### src/rtl/cluster_dma_pkg.sv
// Shared types for the cluster DMA retire tracking logic.
// IDs are stored at the widest legal width so one entry type serves every IdWidth.
package cluster_dma_pkg;

  localparam int MaxIdWidth = 32;

  typedef struct packed {
    logic [MaxIdWidth-1:0] id;
    logic                  done;
  } entry_t;

  function automatic int count_width(input int depth);
    return $clog2(depth + 1);
  endfunction

endpackage

### src/rtl/cluster_dma_id_cam.sv
// Associative ID lookup across all live tracker entries.
// Produces a one-hot hit vector plus a flag when more than one entry hits.
module cluster_dma_id_cam
  import cluster_dma_pkg::*;
#(
  parameter int NumEntries = 8
) (
  input  logic [NumEntries-1:0] valid,
  input  logic [MaxIdWidth-1:0] ids [NumEntries],
  input  logic [MaxIdWidth-1:0] key,
  output logic [NumEntries-1:0] match,
  output logic                  multi
);

  always_comb begin
    match = '0;
    for (int i = 0; i < NumEntries; i++) begin
      match[i] = valid[i] && (ids[i] == key);
    end
  end

  // Clearing the lowest set bit leaves something only when two or more bits were set.
  assign multi = |(match & (match - NumEntries'(1)));

endmodule

### src/rtl/cluster_dma_retire_reorder.sv
// Tracks in-flight DMA transfers and retires them strictly in issue order,
// regardless of the order in which the backend reports completion.
module cluster_dma_retire_reorder
  import cluster_dma_pkg::*;
#(
  parameter int IdWidth        = 16,
  parameter int NumOutstanding = 8
) (
  input  logic                                   clk_i,
  input  logic                                   rst_i,
  input  logic                                   issue_valid_i,
  input  logic [IdWidth-1:0]                     issue_id_i,
  output logic                                   issue_ready_o,
  input  logic                                   done_valid_i,
  input  logic [IdWidth-1:0]                     done_id_i,
  output logic                                   retire_o,
  output logic [IdWidth-1:0]                     retired_id_o,
  output logic [count_width(NumOutstanding)-1:0] outstanding_o,
  output logic                                   err_o
);

  localparam int PtrWidth = $clog2(NumOutstanding);
  localparam int CntWidth = count_width(NumOutstanding);

  entry_t                      entries [NumOutstanding];
  logic [NumOutstanding-1:0]   valid;
  logic [PtrWidth-1:0]         head;
  logic [PtrWidth-1:0]         tail;
  logic [CntWidth-1:0]         count;
  logic                        err;

  logic [MaxIdWidth-1:0]       ids [NumOutstanding];
  logic [NumOutstanding-1:0]   done_vec;
  logic [NumOutstanding-1:0]   match;
  logic                        multi;

  logic issue_err;
  logic issue_accept;
  logic done_err;
  logic done_set;

  always_comb begin
    for (int i = 0; i < NumOutstanding; i++) begin
      ids[i]      = entries[i].id;
      done_vec[i] = entries[i].done;
    end
  end

  // The slot being written is never valid yet, so a same-cycle done for it misses.
  cluster_dma_id_cam #(
    .NumEntries(NumOutstanding)
  ) u_cam (
    .valid(valid),
    .ids  (ids),
    .key  (MaxIdWidth'(done_id_i)),
    .match(match),
    .multi(multi)
  );

  assign issue_ready_o = (count < CntWidth'(NumOutstanding));
  assign issue_err     = issue_valid_i && (!issue_ready_o || (issue_id_i == '0));
  assign issue_accept  = issue_valid_i && !issue_err;

  assign done_err = done_valid_i && ((match == '0) || multi || (|(match & done_vec)));
  assign done_set = done_valid_i && !done_err;

  assign retire_o      = valid[head] && entries[head].done;
  assign retired_id_o  = retire_o ? entries[head].id[IdWidth-1:0] : '0;
  assign outstanding_o = count;
  assign err_o         = err;

  always_ff @(posedge clk_i or posedge rst_i) begin
    if (rst_i) begin
      head  <= '0;
      tail  <= '0;
      count <= '0;
      valid <= '0;
      err   <= 1'b0;
      for (int i = 0; i < NumOutstanding; i++) begin
        entries[i] <= '0;
      end
    end else begin
      if (issue_err || done_err) begin
        err <= 1'b1;
      end

      // Pop, push and done-marking never target the same slot in one cycle.
      for (int i = 0; i < NumOutstanding; i++) begin
        if (retire_o && (head == PtrWidth'(i))) begin
          valid[i]        <= 1'b0;
          entries[i].done <= 1'b0;
        end
        if (issue_accept && (tail == PtrWidth'(i))) begin
          valid[i]   <= 1'b1;
          entries[i] <= '{id: MaxIdWidth'(issue_id_i), done: 1'b0};
        end
        if (done_set && match[i]) begin
          entries[i].done <= 1'b1;
        end
      end

      if (retire_o) begin
        head <= head + PtrWidth'(1);
      end
      if (issue_accept) begin
        tail <= tail + PtrWidth'(1);
      end

      case ({issue_accept, retire_o})
        2'b10:   count <= count + CntWidth'(1);
        2'b01:   count <= count - CntWidth'(1);
        default: count <= count;
      endcase
    end
  end

endmodule

### config.mk
export PLATFORM = sky130hd
export DESIGN_NAME = cluster_dma_retire_reorder
export DESIGN_NICKNAME = d
export VERILOG_FILES = /design/src/rtl/cluster_dma_pkg.sv /design/src/rtl/cluster_dma_id_cam.sv /design/src/rtl/cluster_dma_retire_reorder.sv
export SDC_FILE = /design/constraint.sdc
export NUM_CORES = 1
export LEC_CHECK = 0
export BUFFER_PORTS_ARGS = -buffer_cell sky130_fd_sc_hd__buf_2
export CAP_MARGIN = 20
export CORE_MARGIN = 10
export CORE_UTILIZATION = 45
export DETAILED_ROUTE_END_ITERATION = 10
export SYNTH_ARGS = -nofsm -noshare
export SYNTH_HDL_FRONTEND = slang
export SYNTH_SLANG_ARGS = --single-unit
export TNS_END_PERCENT = 20
### constraint.sdc
create_clock -name clk_i -period 6.85 [get_ports clk_i]
set_input_delay 2.055 -clock clk_i [delete_from_list [all_inputs] [get_ports clk_i]]
set_output_delay 2.055 -clock clk_i [all_outputs]
set_load 0.03 [all_outputs]
After elaboration in Yosys (flattened, before gate mapping)
Cells that the tools add are included.

Magnitude comparators: 3. Eq/ne operators: 24. Bitwise gates (word level): 3. Reductions and logical operators: 67. Multiplexer cells: 39. Add/subtract/negate cells: 5.

Operators with widths (number): 16-bit == test (8); 33-bit binary-select mux with 3-bit select (1); 1-bit logical AND (37); 17-bit 2-to-1 mux (2); 1-bit 2-to-1 mux (33); 3-bit == test, second input constant (8); 3-bit nonzero test (8); 2-bit nonzero test (9); 8-bit AND (2); 16-bit logical NOT (1); 16-bit 2-to-1 mux (1); 8-bit OR reduction (2); 3-bit by 2-bit == test with 1-bit output, second input constant (4); 8-bit logical NOT (1); 4-bit case mux with 2 select lines (1); 8-bit by 1-bit subtractor with 8-bit output, second input constant (1); 3-bit by 1-bit adder with 3-bit output, second input constant (2); 3-bit by 1-bit == test with 1-bit output, second input constant (2); 3-bit logical NOT (2); 4-bit by 1-bit adder with 4-bit output, second input constant (1); 4-bit >= comparator, second input constant (1); 1-bit logical OR (4); 3-bit by 4-bit < comparator with 1-bit output, second input constant (1); 4-bit < comparator, second input constant (1); other kinds (6) (8).

Register bits after elaboration: 155. Output and inout bits: 23. Word-level logic and storage cells: 169.

Longest topological paths before layout
Gate-level depths: netlist of run 1.

Depth after elaboration: 12. Gate-level depth with buffers: 14. Depth with buffers taken out: 13.

By module
From an unflattened synthesis of run 1, not the netlist that was laid out.

Cell total of the unflattened synthesis: 913. Area total of the unflattened synthesis: 10571.4 µm².

Modules (own cells, without submodules): cluster_dma_retire_reorder (area an instance 7447.1 µm², cells each 516, seq. area each 3878.7 µm², times used 1); cluster_dma_id_cam (area an instance 3124.2 µm², cells each 397, seq. area each 0.0 µm², times used 1).

Least setup slack after synthesis of run 1
No wires, ideal clock.

Kind: register -> output. Start point: reg head[1]. End point: out retired_id_o[6]. Setup slack: 2.609 ns. Arrival: 2.186 ns. Stages on the path, launching flop included: 7. Path through: dfrtp_1 > buf_2 > buf_1 > buf_1 > mux4_2 > nand2_1 > a21oi_1.

Cells in the longest elaborated chain, start to end: 6. Elaborated cells on any way between the ends: 8.

RTL lines: start: declaration (RTL line cluster_dma_retire_reorder.sv:27) `logic [PtrWidth-1:0] head;`; start signal: assignment (RTL line cluster_dma_retire_reorder.sv:103) `head <= head + PtrWidth'(1);`; 3-bit inverter with 4-bit output (not written as such) (RTL line cluster_dma_retire_reorder.sv:67, cluster_dma_retire_reorder.sv:68); 33-bit binary-select mux with 3-bit select (RTL line cluster_dma_retire_reorder.sv:67, cluster_dma_retire_reorder.sv:68); 17-bit 2-to-1 mux (not written as such) (2 in series) (RTL line cluster_dma_retire_reorder.sv:68) `assign retired_id_o = retire_o ? entries[head].id[IdWidth-1:0] : '0;`; 1-bit logical AND (RTL line cluster_dma_retire_reorder.sv:67) `assign retire_o = valid[head] && entries[head].done;`; 16-bit 2-to-1 mux * (RTL line cluster_dma_retire_reorder.sv:68); end: declaration (RTL line cluster_dma_retire_reorder.sv:17) `output logic [IdWidth-1:0] retired_id_o,`.

Mark *: on every way between the ends. The rest lies on a longest branch, timed or not. The select of a mux whose other input is x is not followed.

Worst setup path in the final report of run 1
Start point: reg head[0]. End point: out retire_o.

Cells in the longest elaborated chain, start to end: 5. Elaborated cells on any way between the ends: 7.

RTL lines: 3-bit inverter with 4-bit output (not written as such) (RTL line cluster_dma_retire_reorder.sv:67); 33-bit binary-select mux with 3-bit select (RTL line cluster_dma_retire_reorder.sv:67); 17-bit 2-to-1 mux (2 in series); 1-bit logical AND * (RTL line cluster_dma_retire_reorder.sv:67); end: declaration (RTL line cluster_dma_retire_reorder.sv:16) `output logic retire_o,`.

Marks and branches as above.

==> impl_metrics.yaml, run 1 <==
status:
  status: "complete, no violations"
clock_tree:
  cts_root_buf: "clkbuf_16"
  post_cts_resized: 0
  clkLatencyLatePin_ns: 0.43
  cts_tree: "done"
  clockBufferDepth: 2
  postCtsHoldBufs: 0
  path_clk_slew_ns: 0.07
  clock_sinks: 155
  tritoncts.num_buffers: 17
  cts_setup_buffers: 0
  htree_levels: 4
synth:
  ys_top_cells_by_area: "dfrtp_1 44%, xnor2_1 9.8%, mux2_2 9.5%"
  synth_fp_nets: 783
  yosys.area_share.adder_pct: 2.34
  synth_compound_area_share_pct: 3.82
  synthArstFlopShare_pct: 100
  synth_edf_count: 0
  yosysWarnings: 0
  synth-simple-area-share_pct: 9.18
  synth_top_family_by_area: "multiplexers"
  yosysSeqAreaShare_pct: 43.7
  yosys.area_share.xor_xnor_pct: 13.2
  synth.distinct_cells: 45
  syn_inst: 731
  ys.flop_type: "dfrtp_1"
  synthMuxAreaShare_pct: 24.5
  avgSynthCellArea_um2: 12.2
  ys_ff_latch: 155
  synthesis.area_um2: 8880
  synth_top_area_share_pct: 43.7
  synth_top_area_cell: "dfrtp_1"
sta:
  whs_ns: 0.517
  rsz0062_at_grt: "no"
  slew_headroom_pct: 24.9
  report.final.slew_viol_count: 0
  setup_viol_count_final: 0
  max_clock_freq_ghz: 0.181
  clock_skew_ns: 0.0122
  worstMarginPinSlew_ns: 1.13
  fin_crit_sh_pct: 80.7
  hold_viol_final: 0
  fin_tns_setup_ns: 0
  finalCriticalPeriod_ns: 5.53
  worst_slack_ns: 1.32
detailed_routing:
  drt_iter0_markers: 415
  avgViaCountPerCell: 5.78
  wl_um: 26300
  firstDrtPassIters: 4
  post-route-drc-count: 0
  drt-wirelength-per-cell_um: 25.1
  vias: 6065
  ant_nets: 0
critical_path:
  r2r_end: "outstanding_o[3]$_DFFE_PP0P_"
  end_kind: "primary output"
  cp_max_fo: 28
  rr_worst_depth: 12
  reg2reg_from: "head[0]$_DFFE_PP0P_"
  cp.required_ns: 4.80
  crit_type: "register to primary output"
  rrSetupSlack_ns: 2.69
  arrival_ns: 3.48
  start_kind: "register"
finish:
  nFillCells: 1703
  syn_to_final_growth_pct: 11.9
  instances_no_fill: 1050
  design_area_um2: 9940
  fin_nets: 823
  drive_above_1_share_pct: 27.6
min_path:
  min_from: "valid[3]$_DFFE_PP0P_"
  whs_endpoint: "valid[3]$_DFFE_PP0P_"
  hold_path_class: "register to register"
  holdPathStages: 2
pwr:
  p_per_area_nw_per_um2: 202
  leakage_nw: 4.56
  vdd_drop_max_uv: 156
placed_design:
  pre_cts_slack_ns: 1.76
  post-place-cells: 1016
  dpl.hpwl_um: 18600
  place_area_um2: 9320
  gp_congestion: 0.928
  io_buffer_count: 58
die:
  design.portCount: 59
  die_h_um: 160
  initial_core_util_pct: 45.6
  chipWidth_um: 160
  num_rows: 51
  core_area_um2: 19500
  dieArea_um2: 25800
grt:
  grt_pass1_vias: 6371
  grt_max_degree: 111
  grt.total_usage_pct: 20.6
  antenna_found_initial: 2
  grt_overflow: 0
  grt_pass1_wl_um: 40400
run:
  cap_violations: 0
==> critical path, stage by stage, from the launching register on <==
cell	delay, ns
dfrtp_2	0.89
o21ai_0	0.22
o21ai_0	0.33
nand2_1	0.12
nand2_1	0.84
inv_1	0.36
buf_2	0.29
==> flip-flops by register name, indices dropped and copies added, names as in the netlist <==
register / cells
outstanding_o: 4
tail: 3
entries: 128
err_o: 1
done_vec: 8
head: 3
valid: 8
==> metrics by stage <==
stage	utilization [%]	power [mW]
2_1_floorplan	-	1.01
3_3_place_gp	47.9	1.06
3_5_place_dp	47.9	1.06
4_1_cts	50.9	2.02
5_1_grt	51.1	2.07
6_report	51.1	2.01
==> power breakdown <==
| group | switching, mW | internal [mW] | total, mW |
|---|---|---|---|
| registers | 0.00190 | 0.917 | 0.919 |
| logic | 0.0874 | 0.0368 | 0.124 |
| clock network | 0.384 | 0.580 | 0.964 |
| total | 0.473 | 1.53 | 2.01 |
==> cell usage in the layout, fill, tap and decap left out, drive strengths merged, types with 3 or more instances in the layout <==
master | netlist | final
and3 | 10 | 10
nor4 | 19 | 19
inv | 15 | 15
xor2 | 35 | 35
buf | 34 | 64
clkinvlp | 0 | 5
nand3 | 10 | 10
ha | 15 | 15
nor3 | 3 | 3
nor2 | 6 | 6
mux2 | 129 | 129
nand2 | 79 | 79
and2 | 3 | 3
a21oi | 20 | 20
dfrtp | 155 | 155
xnor2 | 99 | 99
o21ai | 12 | 12
bufinv | 0 | 3
mux4 | 32 | 32
clkinv | 1 | 5
nand4 | 22 | 22
clkbuf | 9 | 20
a31o | 7 | 7
==> worst max path at each step <==
stage          slack [ns]  cells past startpoint                start                      end
2_1_floorplan        0.62                      1                rst_i  done_vec[0]$_DFFE_PP0P_
3_3_place_gp         1.79                      6  head[0]$_DFFE_PP0P_                 retire_o
3_5_place_dp         1.76                      6  head[0]$_DFFE_PP0P_                 retire_o
4_1_cts              1.30                      6  head[0]$_DFFE_PP0P_                 retire_o
5_1_grt              1.15                      6  head[0]$_DFFE_PP0P_                 retire_o
6_report             1.32                      6  head[0]$_DFFE_PP0P_                 retire_o
==> area by class of cell <==
type	count	area, µm²	area share, %
clock inverter	12	148	1.48
antenna	1	2.50	0.0252
timing repair buffer	64	355	3.57
multi-input combinational	517	4710	47.4
sequential	155	3880	39.0
tap	265	332	3.33
inverter	16	65.1	0.654
clock buffer	20	447	4.49
==> Yosys cell counts (2+ instances only) <==
cell type / n
mux2_2: 75
mux2_1: 53
nand2_1: 79
mux4_2: 32
a31o_1: 7
nor3_1: 3
ha_1: 15
a21oi_1: 19
xor2_1: 35
a21o_1: 2
nand4_1: 22
o21ai_0: 10
nor4_2: 3
and2_1: 3
nor4_4: 3
a211oi_1: 2
xnor2_1: 99
nand3_2: 3
inv_1: 14
buf_1: 6
o211ai_1: 2
nor4_1: 13
buf_2: 22
and3_1: 10
buf_6: 5
clkbuf_1: 9
o21ai_1: 2
nor2_1: 6
nand3_1: 7
dfrtp_1: 155
==> kinds of logic (layout without fill, tap and decap cells) <==
family          after synthesis  in the layout
xor+xnor                    134            134
other cells                   0              1
buf+inv                      59            112
simple gates                154            154
flops                       155            155
compound gates               52             52
mux                         161            161
fa+ha+maj                    16             16
==> layer usage <==
layer  global-route usage, %  up-vias  wire (µm)
met5                       0        -          0
met4                    6.84        0        636
met3                    5.16       35       1260
met2                    33.0      128      12800
met1                    26.8     3218      11600
li1                        -     2684          -
Power figures use the tool's default switching activity.
==> run 2, diff against run 1 <==
==> constraint.sdc (replaced) <==
create_clock -name clk_i -period 4.69 [get_ports clk_i]
set_input_delay 1.407 -clock clk_i [delete_from_list [all_inputs] [get_ports clk_i]]
set_output_delay 1.407 -clock clk_i [all_outputs]
set_load 0.03 [all_outputs]
==> impl_metrics.yaml, run 2 (synthesized netlist as in run 1, its figures left out) <==
finish:
  instances_no_fill: 1058
  layout_common_cells: "153 x dfrtp_1, 99 x xnor2_1, 79 x nand2_1"
  n_antenna_cell: 0
  fin_util_pct: 51.6
  syn_to_final_growth_pct: 13.1
  design_area_um2: 10000
  fin_nets: 834
  top_register: "entries"
  mostFrequentLayoutCell: "dfrtp_1"
  drive_above_1_share_pct: 28.5
  nFillCells: 1686
  largest_register_ffs: 128
critical_path:
  r2r_end: "outstanding_o[3]$_DFFE_PP0P_"
  reg2reg_from: "head[1]$_DFFE_PP0P_"
  setup.worst_path.start: "head[1]$_DFFE_PP0P_"
  path_depth: 7
  crit_type: "register to primary output"
  cp.required_ns: 3.28
  crit_chain: "o211ai_1, o21ai_0, nand2_1, nand2_1, buf_4, inv_1, buf_2"
  worstSetupEndpoint: "retire_o"
  rr_worst_depth: 13
  cpPeakStageDelay_ns: 0.78
  crit_path_frequent_cell: "nand2_1"
  end_kind: "primary output"
  cp_max_fo: 24
  start_kind: "register"
  cp_slowest_cell: "dfrtp_2"
  path_buf_inv: 3
  cp_top_family: "flip-flops"
  rrSetupSlack_ns: 1.27
  arrival_ns: 2.76
sta:
  worstMarginPinSlew_ns: 0.741
  fin_tns_setup_ns: 0
  rsz0062_at_grt: "no"
  setup_viol_count_final: 0
  max_clock_freq_ghz: 0.240
  report.final.slew_viol_count: 0
  fin_crit_sh_pct: 88.7
  hold_viol_final: 0
  finalCriticalPeriod_ns: 4.16
  clock_skew_ns: 0.00868
  slew_headroom_pct: 50.6
grt:
  grt_overflow: 0
  grt_max_degree: 65
  antenna_found_initial: 0
  grt_pass1_wl_um: 40600
  grt_pass1_vias: 6443
  grt.total_usage_pct: 20.6
clock_tree:
  clkLatencyLatePin_ns: 0.42
  post_cts_resized: 0
  cts_setup_buffers: 0
  cts_root_buf: "clkbuf_16"
  cts_tree: "done"
  htree_levels: 4
  path_clk_slew_ns: 0.06
  clockBufferDepth: 2
  postCtsHoldBufs: 0
  tritoncts.num_buffers: 17
  clock_sinks: 155
detailed_routing:
  post-route-drc-count: 0
  avgViaCountPerCell: 5.67
  vias: 6002
  firstDrtPassIters: 5
  wl_um: 26200
  drt-wirelength-per-cell_um: 24.7
  ant_nets: 0
  drt_iter0_markers: 449
pwr:
  p_per_area_nw_per_um2: 295
  leakage_nw: 4.63
  vdd_drop_max_uv: 231
placed_design:
  post-place-cells: 1027
  dpl.hpwl_um: 19300
  place_area_um2: 9430
  gp_congestion: 0.923
  io_buffer_count: 58
die:
  design.portCount: 59
  die_h_um: 160
  core_area_um2: 19500
  chipWidth_um: 160
  dieArea_um2: 25800
  num_rows: 51
  initial_core_util_pct: 45.6
run:
  cap_violations: 0
min_path:
  hold_path_class: "register to register"
status:
  status: "complete, no violations"
## run 2: report_power, final
group | switching, mW | internal [mW]
Sequential | 0.00287 | 1.34
Clock | 0.554 | 0.882
Combinational | 0.129 | 0.0564
## run 2: worst min path at each step
stage / startpoint / end / slack, ns / cells after the start
4_1_cts: valid[1]$_DFFE_PP0P_ / valid[1]$_DFFE_PP0P_ / 0.52 / 2
3_5_place_dp: valid[1]$_DFFE_PP0P_ / valid[1]$_DFFE_PP0P_ / 0.50 / 2
2_1_floorplan: valid[6]$_DFFE_PP0P_ / valid[6]$_DFFE_PP0P_ / 0.46 / 2
5_1_grt: valid[1]$_DFFE_PP0P_ / valid[1]$_DFFE_PP0P_ / 0.53 / 2
3_3_place_gp: valid[4]$_DFFE_PP0P_ / valid[4]$_DFFE_PP0P_ / 0.50 / 2
6_report: outstanding_o[0]$_DFFE_PP0P_ / outstanding_o[0]$_DFFE_PP0P_ / 0.51 / 1
## run 2: final cells by class
type | count | area, µm² | area share [%]
clock inverters | 12 | 175 | 1.74
well taps | 265 | 332 | 3.30
clock buffers | 18 | 429 | 4.27
repair buffers | 75 | 455 | 4.53
flip-flops and latches | 155 | 3880 | 38.6
multi-input cells | 517 | 4710 | 46.9
inverters | 16 | 63.8 | 0.635
## run 2: layer usage
metal,vias to the layer above,wire length [µm],global-route usage (%)
met4,0,416,5.26
met5,-,0,0
met2,165,12800,33.5
met1,3114,11800,27.9
li1,2699,-,-
met3,24,1180,3.83
## run 2: metrics by stage
stage	total power [mW]	worst slack (ns)	hold slack (ns)
finish	2.96	0.528	0.510
global placement	1.55	0.602	0.499
detailed placement	1.55	0.599	0.499
floorplan	1.48	1.10	0.458
CTS	2.98	0.456	0.516
global route	3.05	0.350	0.532
==> run 3, diff against run 2 <==
--- a/config.mk
+++ b/config.mk
@@ -8,7 +8,7 @@
 export BUFFER_PORTS_ARGS = -buffer_cell sky130_fd_sc_hd__buf_2
 export CAP_MARGIN = 20
 export CORE_MARGIN = 10
-export CORE_UTILIZATION = 45
+export CORE_UTILIZATION = 40
 export DETAILED_ROUTE_END_ITERATION = 10
 export SYNTH_ARGS = -nofsm -noshare
 export SYNTH_HDL_FRONTEND = slang
==> impl_metrics.yaml, run 3 (synthesized netlist as in run 1, its figures left out) <==
pwr:
  p_int_mw: 2.41
  power_mw: 3.12
  leakage_nw: 4.66
  switching_power_mw: 0.712
  p_per_area_nw_per_um2: 308
  vdd_drop_max_uv: 237
  clockPowerShare_pct: 51.2
  power.share.sequential_pct: 43.0
  comb_power_share_pct: 5.8
  sw_frac_of_total_pct: 22.8
finish:
  top_register: "entries"
  drive_above_1_share_pct: 28.7
  fin_nets: 833
  mostFrequentLayoutCell: "dfrtp_1"
  layout_common_cells: "153 x dfrtp_1, 99 x xnor2_1, 79 x nand2_1"
  largest_register_ffs: 128
  syn_to_final_growth_pct: 14.1
critical_path:
  rr_worst_depth: 12
  start_kind: "register"
  cp.required_ns: 3.28
  arrival_ns: 2.92
  end_kind: "primary output"
  cp_max_fo: 21
  crit_type: "register to primary output"
sta:
  setup_viol_count_final: 0
  fin_crit_sh_pct: 92.3
  worstMarginPinSlew_ns: 0.865
  rsz0062_at_grt: "no"
  slew_headroom_pct: 42.2
  report.final.slew_viol_count: 0
  max_clock_freq_ghz: 0.231
  finalCriticalPeriod_ns: 4.33
  hold_viol_final: 0
  fin_tns_setup_ns: 0
  clock_skew_ns: 0.0152
grt:
  grt_overflow: 0
  grt_pass1_vias: 6230
  grt_pass1_wl_um: 40500
  antenna_found_initial: 1
  grt_max_degree: 52
  grt.total_usage_pct: 18.9
detailed_routing:
  wl_um: 26500
  drt_iter0_markers: 496
  avgViaCountPerCell: 5.64
  ant_nets: 0
  drt-wirelength-per-cell_um: 24.7
  post-route-drc-count: 0
  firstDrtPassIters: 5
  vias: 6065
die:
  initial_core_util_pct: 40.7
  core_area_um2: 21800
  design.portCount: 59
  die_h_um: 169
  num_rows: 54
  dieArea_um2: 28600
  chipWidth_um: 169
placed_design:
  io_buffer_count: 58
  gp_congestion: 0.943
  dpl.hpwl_um: 18900
min_path:
  holdPathStages: 2
  hold_path_class: "register to register"
run:
  cap_violations: 0
clock_tree:
  cts_root_buf: "clkbuf_16"
  postCtsHoldBufs: 0
  post_cts_resized: 0
  htree_levels: 4
  clock_sinks: 155
  clkLatencyLatePin_ns: 0.44
  path_clk_slew_ns: 0.06
  cts_tree: "done"
  clockBufferDepth: 2
  tritoncts.num_buffers: 17
  cts_setup_buffers: 0
status:
  status: "complete, no violations"
==> run 3: routing by layer <==
layer  global-route usage [%]  wire length [µm]  vias up
met3                     3.54              1580       27
met1                     26.0             12100     3143
met2                     29.7             12400      198
li1                         -                 -     2697
met4                     5.29               451        0
met5                        0                 0        -
==> run 3: area by class of cell <==
class,instances,area [µm²]
fill,2025,11700
inverter,16,63.8
timing repair buffer,74,448
sequential,155,3880
clock inverter,14,240
tap,280,350
clock buffer,18,439
multi-input combinational,517,4710
antenna,1,2.50
==> run 3: power by group through the flow <==
stage          sequential, mW  combinational [mW]  clock [mW]
2_1_floorplan            1.37               0.111           0
3_3_place_gp             1.37               0.182           0
3_5_place_dp             1.37               0.181           0
4_1_cts                  1.34               0.183        1.62
5_1_grt                  1.34               0.196        1.67
6_report                 1.34               0.183        1.60
==> run 3: worst max-delay path, stage by stage, from the launching register on <==
cell	delay, ns
dfrtp_2	0.76
nand3_1	0.20
o211ai_1	0.13
o21ai_0	0.15
nand2_1	0.13
nand2_1	0.33
buf_12	0.29
a21oi_1	0.23
buf_2	0.26
==> run 3: final timing paths <==
kind	start	to	slack (ns)
max	head[0]$_DFFE_PP0P_	retired_id_o[4]	0.36
min	err_o$_DFFE_PP0P_	err_o$_DFFE_PP0P_	0.48
max reg2reg	head[0]$_DFFE_PP0P_	outstanding_o[3]$_DFFE_PP0P_	1.24
min reg2reg	err_o$_DFFE_PP0P_	err_o$_DFFE_PP0P_	0.48
max in group asynchronous	rst_i	entries[235]$_DFFE_PP0P_	2.75
min in group asynchronous	rst_i	entries[106]$_DFFE_PP0P_	1.14
==> run 3: per-stage QoR <==
step	std cells	setup slack [ns]	instance area (µm²)	hold slack (ns)	util, %
floorplan	731	1.10	8890	0.458	-
global placement	1042	0.618	9460	0.466	43.3
detailed placement	1042	0.581	9460	0.466	43.3
CTS	1074	0.355	10100	0.481	46.4
global route	1074	0.145	10100	0.521	46.4
finish	1075	0.361	10100	0.480	46.5
